<file path="src/rtl/rom_stream_reader.sv">
// Reads a contiguous address range out of a registered-read template ROM and streams the words
// on a valid/ready interface, with a small FIFO absorbing consumer back-pressure.
module rom_stream_reader #(
    parameter int unsigned ADDR_WIDTH = 11,
    parameter int unsigned DATA_WIDTH = 8,
    parameter int unsigned RD_LATENCY = 1,
    parameter int unsigned FIFO_DEPTH = 4
) (
    input  logic                  clk,
    input  logic                  rst,
    input  logic                  start,
    input  logic [ADDR_WIDTH-1:0] base_addr,
    input  logic [ADDR_WIDTH:0]   length,
    output logic                  busy,
    output logic                  done,
    output logic [ADDR_WIDTH-1:0] rom_addr,
    input  logic [DATA_WIDTH-1:0] rom_rd_data,
    output logic [DATA_WIDTH-1:0] m_data,
    output logic                  m_valid,
    input  logic                  m_ready,
    output logic                  m_last
);

    localparam int unsigned PipeDepth   = 1 + RD_LATENCY;
    localparam int unsigned PtrWidth    = $clog2(FIFO_DEPTH);
    localparam int unsigned CntWidth    = PtrWidth + 1;
    localparam int unsigned CreditWidth = $clog2(FIFO_DEPTH + PipeDepth + 1);

    typedef enum logic [1:0] {StIdle, StRun, StDrain, StDone} state_e;

    state_e                  state_q;
    logic [ADDR_WIDTH-1:0]   rom_addr_q;
    logic [ADDR_WIDTH:0]     remaining_q;
    logic [PipeDepth-1:0]    pipe_vld_q;
    logic [PipeDepth-1:0]    pipe_last_q;
    logic [DATA_WIDTH-1:0]   fifo_data_q [FIFO_DEPTH];
    logic [FIFO_DEPTH-1:0]   fifo_last_q;
    logic [PtrWidth-1:0]     wr_ptr_q;
    logic [PtrWidth-1:0]     rd_ptr_q;
    logic [CntWidth-1:0]     count_q;

    logic                    start_ok;
    logic                    issue_first;
    logic                    issue_next;
    logic                    issue;
    logic                    issue_last;
    logic                    push;
    logic                    pop;
    logic [CreditWidth-1:0]  credit_used;

    // Words already in the FIFO plus words still travelling through the ROM read pipe.
    always_comb begin
        credit_used = CreditWidth'(count_q);
        for (int i = 0; i < int'(PipeDepth); i++) begin
            credit_used = credit_used + CreditWidth'(pipe_vld_q[i]);
        end
    end

    always_comb begin
        start_ok    = (state_q == StIdle) && start;
        issue_first = start_ok && (length != '0);
        issue_next  = (state_q == StRun) && (remaining_q != '0) &&
                      (credit_used < CreditWidth'(FIFO_DEPTH));
        issue       = issue_first || issue_next;
        issue_last  = issue_first ? (length == (ADDR_WIDTH + 1)'(1))
                                  : (remaining_q == (ADDR_WIDTH + 1)'(1));
        push        = pipe_vld_q[PipeDepth-1];
        pop         = m_valid && m_ready;
    end

    assign rom_addr = rom_addr_q;
    assign m_valid  = (count_q != '0);
    assign m_data   = fifo_data_q[rd_ptr_q];
    assign m_last   = fifo_last_q[rd_ptr_q] && m_valid;
    assign done     = (state_q == StDone);
    // Covers the start cycle itself so busy spans start through the cycle before done.
    assign busy     = (state_q == StRun) || (state_q == StDrain) || start_ok;

    always_ff @(posedge clk or posedge rst) begin
        if (rst) begin
            state_q     <= StIdle;
            rom_addr_q  <= '0;
            remaining_q <= '0;
            pipe_vld_q  <= '0;
            pipe_last_q <= '0;
            fifo_last_q <= '0;
            wr_ptr_q    <= '0;
            rd_ptr_q    <= '0;
            count_q     <= '0;
            for (int i = 0; i < int'(FIFO_DEPTH); i++) begin
                fifo_data_q[i] <= '0;
            end
        end else begin
            unique case (state_q)
                StIdle: begin
                    if (start) begin
                        if (length == '0) begin
                            state_q <= StDone;
                        end else if (length == (ADDR_WIDTH + 1)'(1)) begin
                            state_q <= StDrain;
                        end else begin
                            state_q <= StRun;
                        end
                    end
                end
                StRun: begin
                    if (issue_next && issue_last) begin
                        state_q <= StDrain;
                    end
                end
                StDrain: begin
                    if (pop && m_last) begin
                        state_q <= StDone;
                    end
                end
                StDone: begin
                    state_q <= StIdle;
                end
            endcase

            if (issue_first) begin
                rom_addr_q  <= base_addr;
                remaining_q <= length - 1'b1;
            end else if (issue_next) begin
                rom_addr_q  <= rom_addr_q + 1'b1;
                remaining_q <= remaining_q - 1'b1;
            end

            pipe_vld_q  <= {pipe_vld_q[PipeDepth-2:0], issue};
            pipe_last_q <= {pipe_last_q[PipeDepth-2:0], issue && issue_last};

            if (push) begin
                fifo_data_q[wr_ptr_q] <= rom_rd_data;
                fifo_last_q[wr_ptr_q] <= pipe_last_q[PipeDepth-1];
                wr_ptr_q              <= wr_ptr_q + 1'b1;
            end
            if (pop) begin
                rd_ptr_q <= rd_ptr_q + 1'b1;
            end
            if (push && !pop) begin
                count_q <= count_q + 1'b1;
            end else if (!push && pop) begin
                count_q <= count_q - 1'b1;
            end
        end
    end

endmodule
</file>
<file path="config.mk">
export PLATFORM = sky130hd
export DESIGN_NAME = rom_stream_reader
export DESIGN_NICKNAME = d
export VERILOG_FILES = /design/src/rtl/rom_stream_reader.sv
export SDC_FILE = /design/constraint.sdc
export NUM_CORES = 1
export LEC_CHECK = 0
export BUFFER_PORTS_ARGS = -buffer_cell sky130_fd_sc_hd__buf_2
export CELL_PAD_IN_SITES_DETAIL_PLACEMENT = 1
export CELL_PAD_IN_SITES_GLOBAL_PLACEMENT = 1
export CORE_MARGIN = 5
export CORE_UTILIZATION = 40
export CTS_CLUSTER_DIAMETER = 80
export DETAILED_ROUTE_END_ITERATION = 7
export MAX_ROUTING_LAYER = met4
export PLACE_DENSITY_LB_ADDON = 0.3
export SKIP_LAST_GASP = 1
export SLEW_MARGIN = 15
export SYNTH_ARGS = -nofsm -noshare
export SYNTH_HDL_FRONTEND = slang
export SYNTH_SLANG_ARGS = --single-unit
</file>
<file path="constraint.sdc">
create_clock -name clk -period 2.16 [get_ports clk]
set_input_delay 0.216 -clock clk [delete_from_list [all_inputs] [get_ports clk]]
set_output_delay 0.216 -clock clk [all_outputs]
set_load 0.005 [all_outputs]
</file>
Word level (Yosys, flattened, before mapping). Cells that the tools add are included.

Add/subtract/negate cells: 9. $lt $le $gt $ge: 7. Equality and inequality tests: 8. Muxes and demuxes: 24. Bitwise gates (word level): 2. Reduce and logical (&&, ||, !) cells: 26.

Operators by type and width (count): bitwise mux 32 bit (1); equality test 12 x 1 -> 1 bit, second input constant (2); 2-to-1 mux 12 bit (2); 2-to-1 mux 8 bit (3); nonzero test 12 bit (2); subtractor 12 x 1 -> 12 bit, second input constant (2); 2-to-1 mux 11 bit (2); binary-select mux 8 bit (select 2 bit) (1); demux 8 bit (select 2 bit) (1); logical AND 1 bit (13); logical NOT 12 bit (1); adder 11 x 1 -> 11 bit, second input constant (1); 2-to-1 mux 2 bit (5); case mux 2 bit (4 select lines) (1); adder 3 x 1 -> 3 bit (2); >= comparator 3 bit, second input constant (2); less-than comparator 2 x 3 -> 1 bit, second input constant (2); 2-to-1 mux 3 bit (2); NOT 2 -> 3 bit (2); adder 2 x 1 -> 2 bit, second input constant (2); bitwise mux 4 bit (1); equality test 2 bit, second input constant (2); inequality test 2 x 1 -> 1 bit, second input constant (2); nonzero test 2 bit (2); other kinds (15) (20).

Register bits: 72. Output and inout bits: 23. Logic and storage cells: 89.

Logic depth before layout (Yosys ltp). Gate-level depths: netlist of run 1.

Depth in word-level cells: 7. Mapped depth: 8. Mapped depth without buffers: 8.

Worst setup path after synthesis of run 1. OpenSTA, ideal clock, no wires.

Path type: flip-flop to flip-flop. From: register count_q[0]. To: register remaining_q[1]. Library setup time: 0.079 ns. Data arrival time: 1.983 ns. Data required time: 2.081 ns. Slack: 0.098 ns. Cell stages (with the launch flop): 8. Path buffers: 1. Clock period less this slack: 2.062 ns. Cell sequence: dfrtp_1 > ha_1 > a21o_1 > and4_1 > clkbuf_4 > o21ai_2 > mux2_1 > mux2i_1.

Longest elaborated chain between the ends: 5.

Ends and longest elaborated chain: from (decl) (line 40) `logic [CntWidth-1:0] count_q;`; from (signal assigned) (line 141) `count_q <= count_q + 1'b1;`; from (signal assigned) (line 143) `count_q <= count_q - 1'b1;`; adder 3 x 1 -> 3 bit (2 in a row) (line 55) `credit_used = credit_used + CreditWidth'(pipe_vld_q[i]);`; less-than comparator 3 bit (line 63) `(credit_used < CreditWidth'(FIFO_DEPTH));`; logical AND 1 bit (line 62) `issue_next = (state_q == StRun) && (remaining_q != '0) &&`; nonzero test 2 bit (no line); to (signal assigned) (line 123) `remaining_q <= length - 1'b1;`; to (signal assigned) (line 126) `remaining_q <= remaining_q - 1'b1;`; to (decl) (line 33) `logic [ADDR_WIDTH:0] remaining_q;`.

No other way between the ends. A chain may end at the register's enable or synchronous reset.

Final worst setup path of run 1.
From: register pipe_vld_q[1]. To: register remaining_q[9].

Longest elaborated chain between the ends: 4.

Ends and longest elaborated chain: from (decl) (line 34) `logic [PipeDepth-1:0] pipe_vld_q;`; from (signal assigned) (line 129) `pipe_vld_q <= {pipe_vld_q[PipeDepth-2:0], issue};`; adder 3 x 1 -> 3 bit (line 55); less-than comparator 3 bit (line 63); logical AND 1 bit (line 62); nonzero test 2 bit (no line).

No other way between the ends.

==> run metrics, run 1 <==
status=completed; Fillers=1099; Antenna Cells=0; Core ar.=0.00977 mm²; hold path depth=3; Critical Path End Type=flip-flop; post-route ant nets=0; RSZ-0062 raised after global routing=true; Final Setup Violations=0; Hold Slack=0.0743 ns; CTS Buf Count=9; # clock sinks=72; Syn Inst Count=345; critical path startpoint category=flip-flop; Yosys cell types=49; Initial Utilization=40.8%; PnR worst setup slack=0.0818 ns; final cell count without fillers=556; initial antenna violation count=0; # H-tree levels=3; Setup Skew=0.00731 ns; Die Ht=110 µm; latest clock arrival within the worst-skew pair=0.35 ns; area grow syn2layout=19.6%; Worst-path clk slew=0.07 ns; total global-route track usage=17.6%; drt pass-1 iters=4; initial drt markers=126; number of flops mapped to enable cells by yosys=0; minimum clock period after layout=2.08 ns; R2R depth=6; fraction of layout cells with a size suffix above 1=34.5%; io pins=58; Chip Width=110 µm; Power Total=6.60 mW; Worst Hold Launch=base_addr[10]; average routed wire per standard cell=16.8 µm; Final nets=472; root buffer cell=clkbuf_8; critical path's largest stage delay=0.39 ns; multi-input combinational cell area=0.00209 mm²; CTS tree=yes; R2R Path End=remaining_q[9]$_DFFE_PP0P_; pin count of the biggest net entering global routing=73; Placement Setup Slack=0.0617 ns; final hold vios=0; VDD IR max=0.000377 V; leakage power=2.09 nW; fin crit share=96.2%; setup bufs post-CTS=0; Port Buffers=57; slew margin rel.=66.8%; Top delay family on crit path=compound AO/OA/AOI/OAI gates; setup TNS=0 ns; DRC viols=0; fmax=481 MHz; DIE AREA=0.0121 mm²; ys flop type=dfrtp_1; WS Path Type=flip-flop to flip-flop; # placed instances=539; HPWL after DPL=6850 µm; Worst Path Required=2.40 ns; Worst-Margin Slew=0.495 ns; fin. max-slew vios=0; Synth Warn #=0; Max Root-Sink Buffers=2; Mapped Nets=399; # rows=36; synthesized cell area=0.00399 mm²; Syn Area/Cell=11.6 µm²; worst hold endpoint=rom_addr[10]$_DFFE_PP0P_; routed wire length=9350 µm; worst hold-check path type=input pin to flip-flop; Crit-path slowest cell=dfrtp_1; sequential area share after synthesis=45.1%; Sequential Area=0.00180 mm²; CP max FO=8; maxcap violations=0; vias in the first global route=3179; overall via count from detail_route=2943; CP Data Arrival Time=2.32 ns; reg2reg start=pipe_vld_q[1]$_DFF_PP0_; WP buf/inv=0; first-pass GRT wire length=15800 µm; CP dominant cell by count=o31a_1; Vias/cell=5.29; routability cong.=0.802; Cell Pwr Density=1380 mW/mm²; total grt overflow=0; Critical Path, Cell by Cell=ha_1 -> a21o_1 -> and4_2 -> o211ai_2 -> o31a_1 -> o31a_1; fraction of registers with async set/reset=100%; reg2reg setup slack=0.08 ns; #FFs+latches synth=72
[tightest hold or removal path, cell delays in order]
cell	delay, ns
buf_2	0.07
nand2_1	0.03
o21ai_0	0.06
[per-stage QoR]
| step | util (%) | area (µm²) |
|---|---|---|
| 3_3_place_gp | 46.2 | 4520 |
| 4_1_cts | 48.7 | 4760 |
| 3_5_place_dp | 46.2 | 4520 |
| 2_1_floorplan | - | 3990 |
| 5_1_grt | 48.8 | 4770 |
| 6_report | 48.8 | 4770 |
[layout by cell type, fill, tap and decap left out, types with 5 or more instances in the layout]
cell type  count
and2_1         5
clkbuf_8      11
mux2i_1        6
xnor2_1       12
buf_2         57
o21ai_0        8
xor2_1        17
buf_4         14
mux4_2         9
o211ai_1       5
ha_1          18
nor2_1        13
nand3_1       13
o2111ai_1     10
nand2_1       28
mux2_2        37
dfrtp_1       72
inv_1         13
o21ai_1       12
[state kept, by name, summed over array words and instances, names as in the netlist]
| register | flops |
|---|---|
| count_q | 3 |
| fifo_data_q | 32 |
| fifo_last_q | 4 |
| pipe_last_q | 2 |
| pipe_vld_q | 2 |
| rd_ptr_q | 2 |
| remaining_q | 12 |
| rom_addr | 11 |
| state_q | 2 |
| wr_ptr_q | 2 |
[cell families (layout without fill, tap and decap cells)]
group | after synthesis | after routing | synth area share (%)
compound gates | 54 | 54 | 9.69
mux | 53 | 53 | 17.3
fa+ha+maj | 19 | 19 | 6.14
flops | 72 | 72 | 45.1
buf+inv | 26 | 104 | 2.88
xor+xnor | 29 | 29 | 6.36
simple gates | 92 | 92 | 12.5
[cells in the mapped netlist, types with 4 or more instances]
library cell	number	area [µm²]
buf_2	5	25.0
clkbuf_1	5	18.8
xor2_1	17	149
o21ai_1	12	60.1
ha_1	18	225
xnor2_1	12	105
or3_1	4	25.0
o2111ai_1	10	87.6
mux4_2	9	203
nor3_1	4	20.0
mux2_2	37	417
mux2i_1	6	60.1
nand2_1	28	105
o21ai_0	8	40.0
nor2_1	13	48.8
dfrtp_1	72	1800
o31a_1	4	35.0
nand3_1	13	65.1
o211ai_1	5	37.5
and2_1	5	31.3
inv_1	14	52.6
[how the worst max path moves through the flow]
stage / from / endpoint / slack, ns / cells past startpoint
global route: pipe_vld_q[1]$_DFF_PP0_ / rom_addr[0]$_DFFE_PP0P_ / -0.02 / 7
CTS: pipe_vld_q[1]$_DFF_PP0_ / remaining_q[9]$_DFFE_PP0P_ / 0.04 / 6
floorplan: count_q[0]$_DFFE_PP0P_ / remaining_q[1]$_DFFE_PP0P_ / 0.1 / 7
finish: pipe_vld_q[1]$_DFF_PP0_ / remaining_q[9]$_DFFE_PP0P_ / 0.08 / 6
detailed placement: pipe_vld_q[1]$_DFF_PP0_ / remaining_q[9]$_DFFE_PP0P_ / 0.06 / 6
global placement: pipe_vld_q[1]$_DFF_PP0_ / rom_addr[1]$_DFFE_PP0P_ / 0.14 / 7
[cell type report]
type                            instances  share of cell area (%)
Sequential cell                        72                    37.8
Clock inverter                          4                    1.60
Multi-Input combinational cell        247                    43.8
Tap cell                              133                    3.49
Clock buffer                           12                    3.25
Timing Repair Buffer                   74                    9.05
Inverter                               14                    1.10
[power breakdown]
part	leakage, nW	switching [mW]	internal, mW	total (mW)
combinational	1.12	1.39	1.51	2.91
clock	0.113	0.514	0.716	1.23
sequential	0.860	0.474	1.99	2.46
[what timing repair did]
action | in CTS | in global routing
resized for setup | 0 | 3
hold endpoints to repair | 72 | 0
endpoints found under the setup margin | 0 | 10
hold buffers | 1 | 0
[per-layer routing]
metal	wire [µm]	vias to the layer above	GRT usage [%]	share of wire (%)
li1	-	1411	-	-
met1	4070	1478	20.9	44
met2	4840	43	29.9	52
met3	306	11	3.11	3.3
met4	131	0	6.50	1.4
met5	0	-	-	0
Power figures use the tool's default switching activity.
==> inputs of run 2 (changes only) <==
==> constraint.sdc (replaced) <==
create_clock -name clk -period 2.16 [get_ports clk]
set_input_delay 0 -clock clk [delete_from_list [all_inputs] [get_ports clk]]
set_output_delay 0 -clock clk [all_outputs]
set_load 0.005 [all_outputs]
==> run 2 against run 1 <==
Net effect:
- clock skew rose by 0.0045 ns
- critical path depth grew 3
- clock power about the same
- non-clock buffer count grew 22
==> run metrics, run 2 (synthesis results as in run 1) <==
status=completed; overall via count from detail_route=3044; area grow syn2layout=25.1%; average routed wire per standard cell=16.8 µm; Fillers=1071; vias in the first global route=3374; # placed instances=538; Crit-path slowest cell=dfrtp_1; Vias/cell=5.27; Placed Area=0.00452 mm²; first-pass GRT wire length=16800 µm; critical path's largest stage delay=0.39 ns; Chip Width=110 µm; drt pass-1 iters=4; Worst Path Required=2.44 ns; CP Data Arrival Time=2.36 ns; PnR worst setup slack=0.0771 ns; Cell Pwr Density=1320 mW/mm²; CP max FO=4; Antenna Cells=0; most frequent cells in the layout=72 x dfrtp_1, 57 x buf_2, 37 x mux2_2; # rows=36; Initial Utilization=40.8%; Core ar.=0.00977 mm²; maxcap violations=0; final hold vios=0; Final nets=494; Placement Setup Slack=0.0519 ns; # clock sinks=72; HPWL after DPL=6840 µm; final cell count without fillers=578; DRC viols=0; DIE AREA=0.0121 mm²; initial drt markers=138; setup TNS=0 ns; Critical Path End Type=flip-flop; Die Ht=110 µm; latest clock arrival within the worst-skew pair=0.36 ns; multi-input combinational cell area=0.00210 mm²; fin. max-slew vios=0; fin crit share=96.4%; fmax=480 MHz; CTS tree=yes; total global-route track usage=18.6%; Final Setup Violations=0; Worst-path clk slew=0.08 ns; leakage power=2.17 nW; initial antenna violation count=0; reg2reg setup slack=0.08 ns; Worst-Margin Slew=0.503 ns; critical path startpoint category=flip-flop; routability cong.=0.756; Sequential Area=0.00180 mm²; CP dominant cell by count=inv_1; slew margin rel.=66.4%; Critical Path, Cell by Cell=buf_4 -> o31a_1 -> inv_1 -> ha_2 -> inv_1 -> fa_1 -> xor2_1 -> nor2_1 -> xnor2_1; post-route ant nets=0; routed wire length=9720 µm; WS Path Type=flip-flop to flip-flop; total grt overflow=0; RSZ-0062 raised after global routing=true; Setup Skew=0.0119 ns; post-route cell area=0.00499 mm²; Port Buffers=57; # H-tree levels=3; Max Root-Sink Buffers=2; root buffer cell=clkbuf_8; minimum clock period after layout=2.08 ns; worst hold-check path type=input pin to flip-flop; VDD IR max=0.000397 V; fraction of layout cells with a size suffix above 1=33.3%; largest reg by FF count=fifo_data_q; max reg flops=32; CTS Buf Count=9; io pins=58; commonest non-fill, non-tap cell in the layout=dfrtp_1; pin count of the biggest net entering global routing=59
run 2: cell types whose count changed in the layout (fill, tap and decap cells not counted), moves of 2 or more:
cell / delta
dlygate4sd3_1: +21
clkbuf_8: -2
ha_1: -2
ha_2: +2
run 2: worst paths after layout:
check | from | to | cells past startpoint
setup / recovery | count_q[0]$_DFFE_PP0P_ | count_q[2]$_DFFE_PP0P_ | 9
hold / removal | length[2] | remaining_q[2]$_DFFE_PP0P_ | 4
setup reg to reg | count_q[0]$_DFFE_PP0P_ | count_q[2]$_DFFE_PP0P_ | 9
hold reg to reg | pipe_last_q[0]$_DFF_PP0_ | pipe_last_q[1]$_DFF_PP0_ | 0
max in group asynchronous | rst | state_q[1]$_DFFE_PP0P_ | 4
min in group asynchronous | rst | remaining_q[8]$_DFFE_PP0P_ | 3
run 2: repair_timing:
item | in CTS | in global routing
resized for setup | 0 | 5
hold endpoints to repair | 59 | 0
setup endpoints to repair | 0 | 10
hold buffers | 22 | 0
buffers inserted | 0 | 2
run 2: area by class of cell:
| cell class | count | share of cell area (%) |
|---|---|---|
| multi-input combinational | 247 | 42.0 |
| sequential | 72 | 36.1 |
| timing repair buffer | 96 | 13.2 |
| tap | 133 | 3.33 |
| clock buffer | 10 | 2.56 |
| clock inverter | 6 | 1.85 |
| inverter | 14 | 1.05 |
run 2: metal layers:
metal	track usage [%]	vias up	routed length [µm]
li1	-	1447	-
met1	22.4	1532	4270
met2	30.8	55	4960
met3	3.52	10	332
met4	6.95	0	160
met5	-	-	0
run 2: power breakdown:
part           internal (mW)  switching [mW]  leakage [nW]
sequential              1.99           0.448         0.860
clock                  0.657           0.546         0.103
combinational           1.56            1.41          1.21
run 2: worst max-delay path, delay by kind of cell, from the launching register on:
kind / cells / cell delay (ns)
adders and majority gates: 2 / 0.57
buffers and inverters: 3 / 0.31
AOI/OAI and AO/OA: 1 / 0.34
DFF: 1 / 0.39
xor gates and xnor gates: 2 / 0.28
and+or+nand+nor: 1 / 0.11
run 2: per-stage QoR:
| stage | hold WS (ns) | util [%] | total power [mW] |
|---|---|---|---|
| finish | 0.0190 | 51.1 | 6.61 |
| global route | 0.0415 | 51.1 | 7.17 |
| CTS | 0.00444 | 50.8 | 6.67 |
| detailed placement | 0.000489 | 46.3 | 5.41 |
| global placement | -0.00746 | 46.3 | 5.24 |
| floorplan | 0.0898 | - | 4.39 |
==> inputs of run 3 (changes only) <==
Settings changed: MAX_ROUTING_LAYER met4 to default.
==> run 3 against run 2 <==
Net effect:
- non-clock buffer count unchanged
- fmax increased by 0.26%
- critical path type unchanged
- register-to-register slack about the same
==> run metrics, run 3 (synthesis results as in run 1) <==
status=completed; Die Ht=110 µm; routed wire length=9710 µm; commonest non-fill, non-tap cell in the layout=dfrtp_1; average routed wire per standard cell=16.8 µm; Max Root-Sink Buffers=2; root buffer cell=clkbuf_8; multi-input combinational cell area=0.00210 mm²; final hold vios=0; maxcap violations=0; Final nets=494; Power Total=6.60 mW; routability cong.=0.746; most frequent cells in the layout=72 x dfrtp_1, 57 x buf_2, 37 x mux2_2; HPWL after DPL=6840 µm; fin. max-slew vios=0; NetSw=2.40 mW; Setup Skew=0.00987 ns; critical path startpoint category=flip-flop; overall via count from detail_route=3036; initial antenna violation count=0; area grow syn2layout=25.1%; VDD IR max=0.000398 V; PnR worst setup slack=0.0824 ns; Vias/cell=5.25; CP Data Arrival Time=2.36 ns; total global-route track usage=18.0%; Critical Path End Type=flip-flop; Placement Setup Slack=0.0519 ns; Initial Utilization=40.8%; vias in the first global route=3373; post-route ant nets=0; Clock power frac=18.2%; Flop pwr share=36.8%; pin count of the biggest net entering global routing=59; Worst-Margin Slew=0.490 ns; minimum clock period after layout=2.08 ns; Sw Share=36.3%; WS Path Type=flip-flop to flip-flop; slew margin rel.=67.2%; RSZ-0062 raised after global routing=true; total grt overflow=0; power share of the combinational group=44.9%; fin crit share=96.2%; Core ar.=0.00977 mm²; leakage power=2.17 nW; CP max FO=4; first-pass GRT wire length=16800 µm; fmax=481 MHz; R2R depth=9; DRC viols=0; largest reg by FF count=fifo_data_q; Sequential Area=0.00180 mm²; Worst Path Required=2.44 ns; fraction of layout cells with a size suffix above 1=33.3%; CTS tree=yes; # H-tree levels=3; P_int=4.20 mW; # rows=36; DIE AREA=0.0121 mm²; max reg flops=32; worst hold-check path type=input pin to flip-flop; CTS Buf Count=9; Worst-path clk slew=0.08 ns; latest clock arrival within the worst-skew pair=0.36 ns; Antenna Cells=0; hold path depth=4; Cell Pwr Density=1320 mW/mm²; Port Buffers=57; Final Setup Violations=0; initial drt markers=130; # clock sinks=72; Chip Width=110 µm; Fillers=1071; drt pass-1 iters=4; Core Util, Final=51.1%; io pins=58
[run 3: final timing paths]
path | endpoint | startpoint | slack [ns]
worst max register to register | count_q[2]$_DFFE_PP0P_ | count_q[0]$_DFFE_PP0P_ | 0.08
worst max-delay path | count_q[2]$_DFFE_PP0P_ | count_q[0]$_DFFE_PP0P_ | 0.08
max in group asynchronous | remaining_q[11]$_DFFE_PP0P_ | rst | 1.38
min in group asynchronous | rom_addr[10]$_DFFE_PP0P_ | rst | 0.16
worst min register to register | pipe_last_q[1]$_DFF_PP0_ | pipe_last_q[0]$_DFF_PP0_ | 0.36
worst min-delay path | remaining_q[2]$_DFFE_PP0P_ | length[2] | 0.02
[run 3: stage by stage]
step	instances	hold slack (ns)	setup TNS [ns]	instance area [µm²]
6_report	578	0.0212	0	4990
5_1_grt	578	0.0480	-0.0185	4990
4_1_cts	576	0.00444	0	4960
3_5_place_dp	538	0.000489	0	4520
3_3_place_gp	538	-0.00746	0	4520
2_1_floorplan	345	0.0898	0	3990
[run 3: layout make-up]
type / count / share of cell area, %
flip-flops and latches: 72 / 36.1
repair buffers: 96 / 13.2
multi-input cells: 247 / 42.0
inverters: 14 / 1.05
well taps: 133 / 3.33
clock buffers: 10 / 2.56
clock inverters: 6 / 1.85
[run 3: critical path, cell delays in order (launching register included)]
cell and delay, ns:
dfrtp_1 0.39, buf_4 0.16, o31a_1 0.34, inv_1 0.10
ha_2 0.20, inv_1 0.05, fa_1 0.37, xor2_1 0.15
nor2_1 0.11, xnor2_1 0.13
[run 3: metal layers]
layer	GRT usage [%]	wire length, µm
met5	0	0
met4	8.28	205
met3	2.64	292
met2	30.8	4960
met1	22.4	4250
[run 3: power groups by stage]
stage	clock network, mW	registers, mW	logic, mW
2_1_floorplan	0	2.37	2.02
3_3_place_gp	0	2.42	2.82
3_5_place_dp	0	2.46	2.95
4_1_cts	1.24	2.44	2.99
5_1_grt	1.30	2.53	3.33
6_report	1.20	2.43	2.97
[run 3: what timing repair did]
action,4_1_cts,5_1_grt
gates resized for setup,0,5
hold buffers,22,0
endpoints found under the setup margin,0,10
endpoints found under the hold margin,59,0
setup buffers,0,2
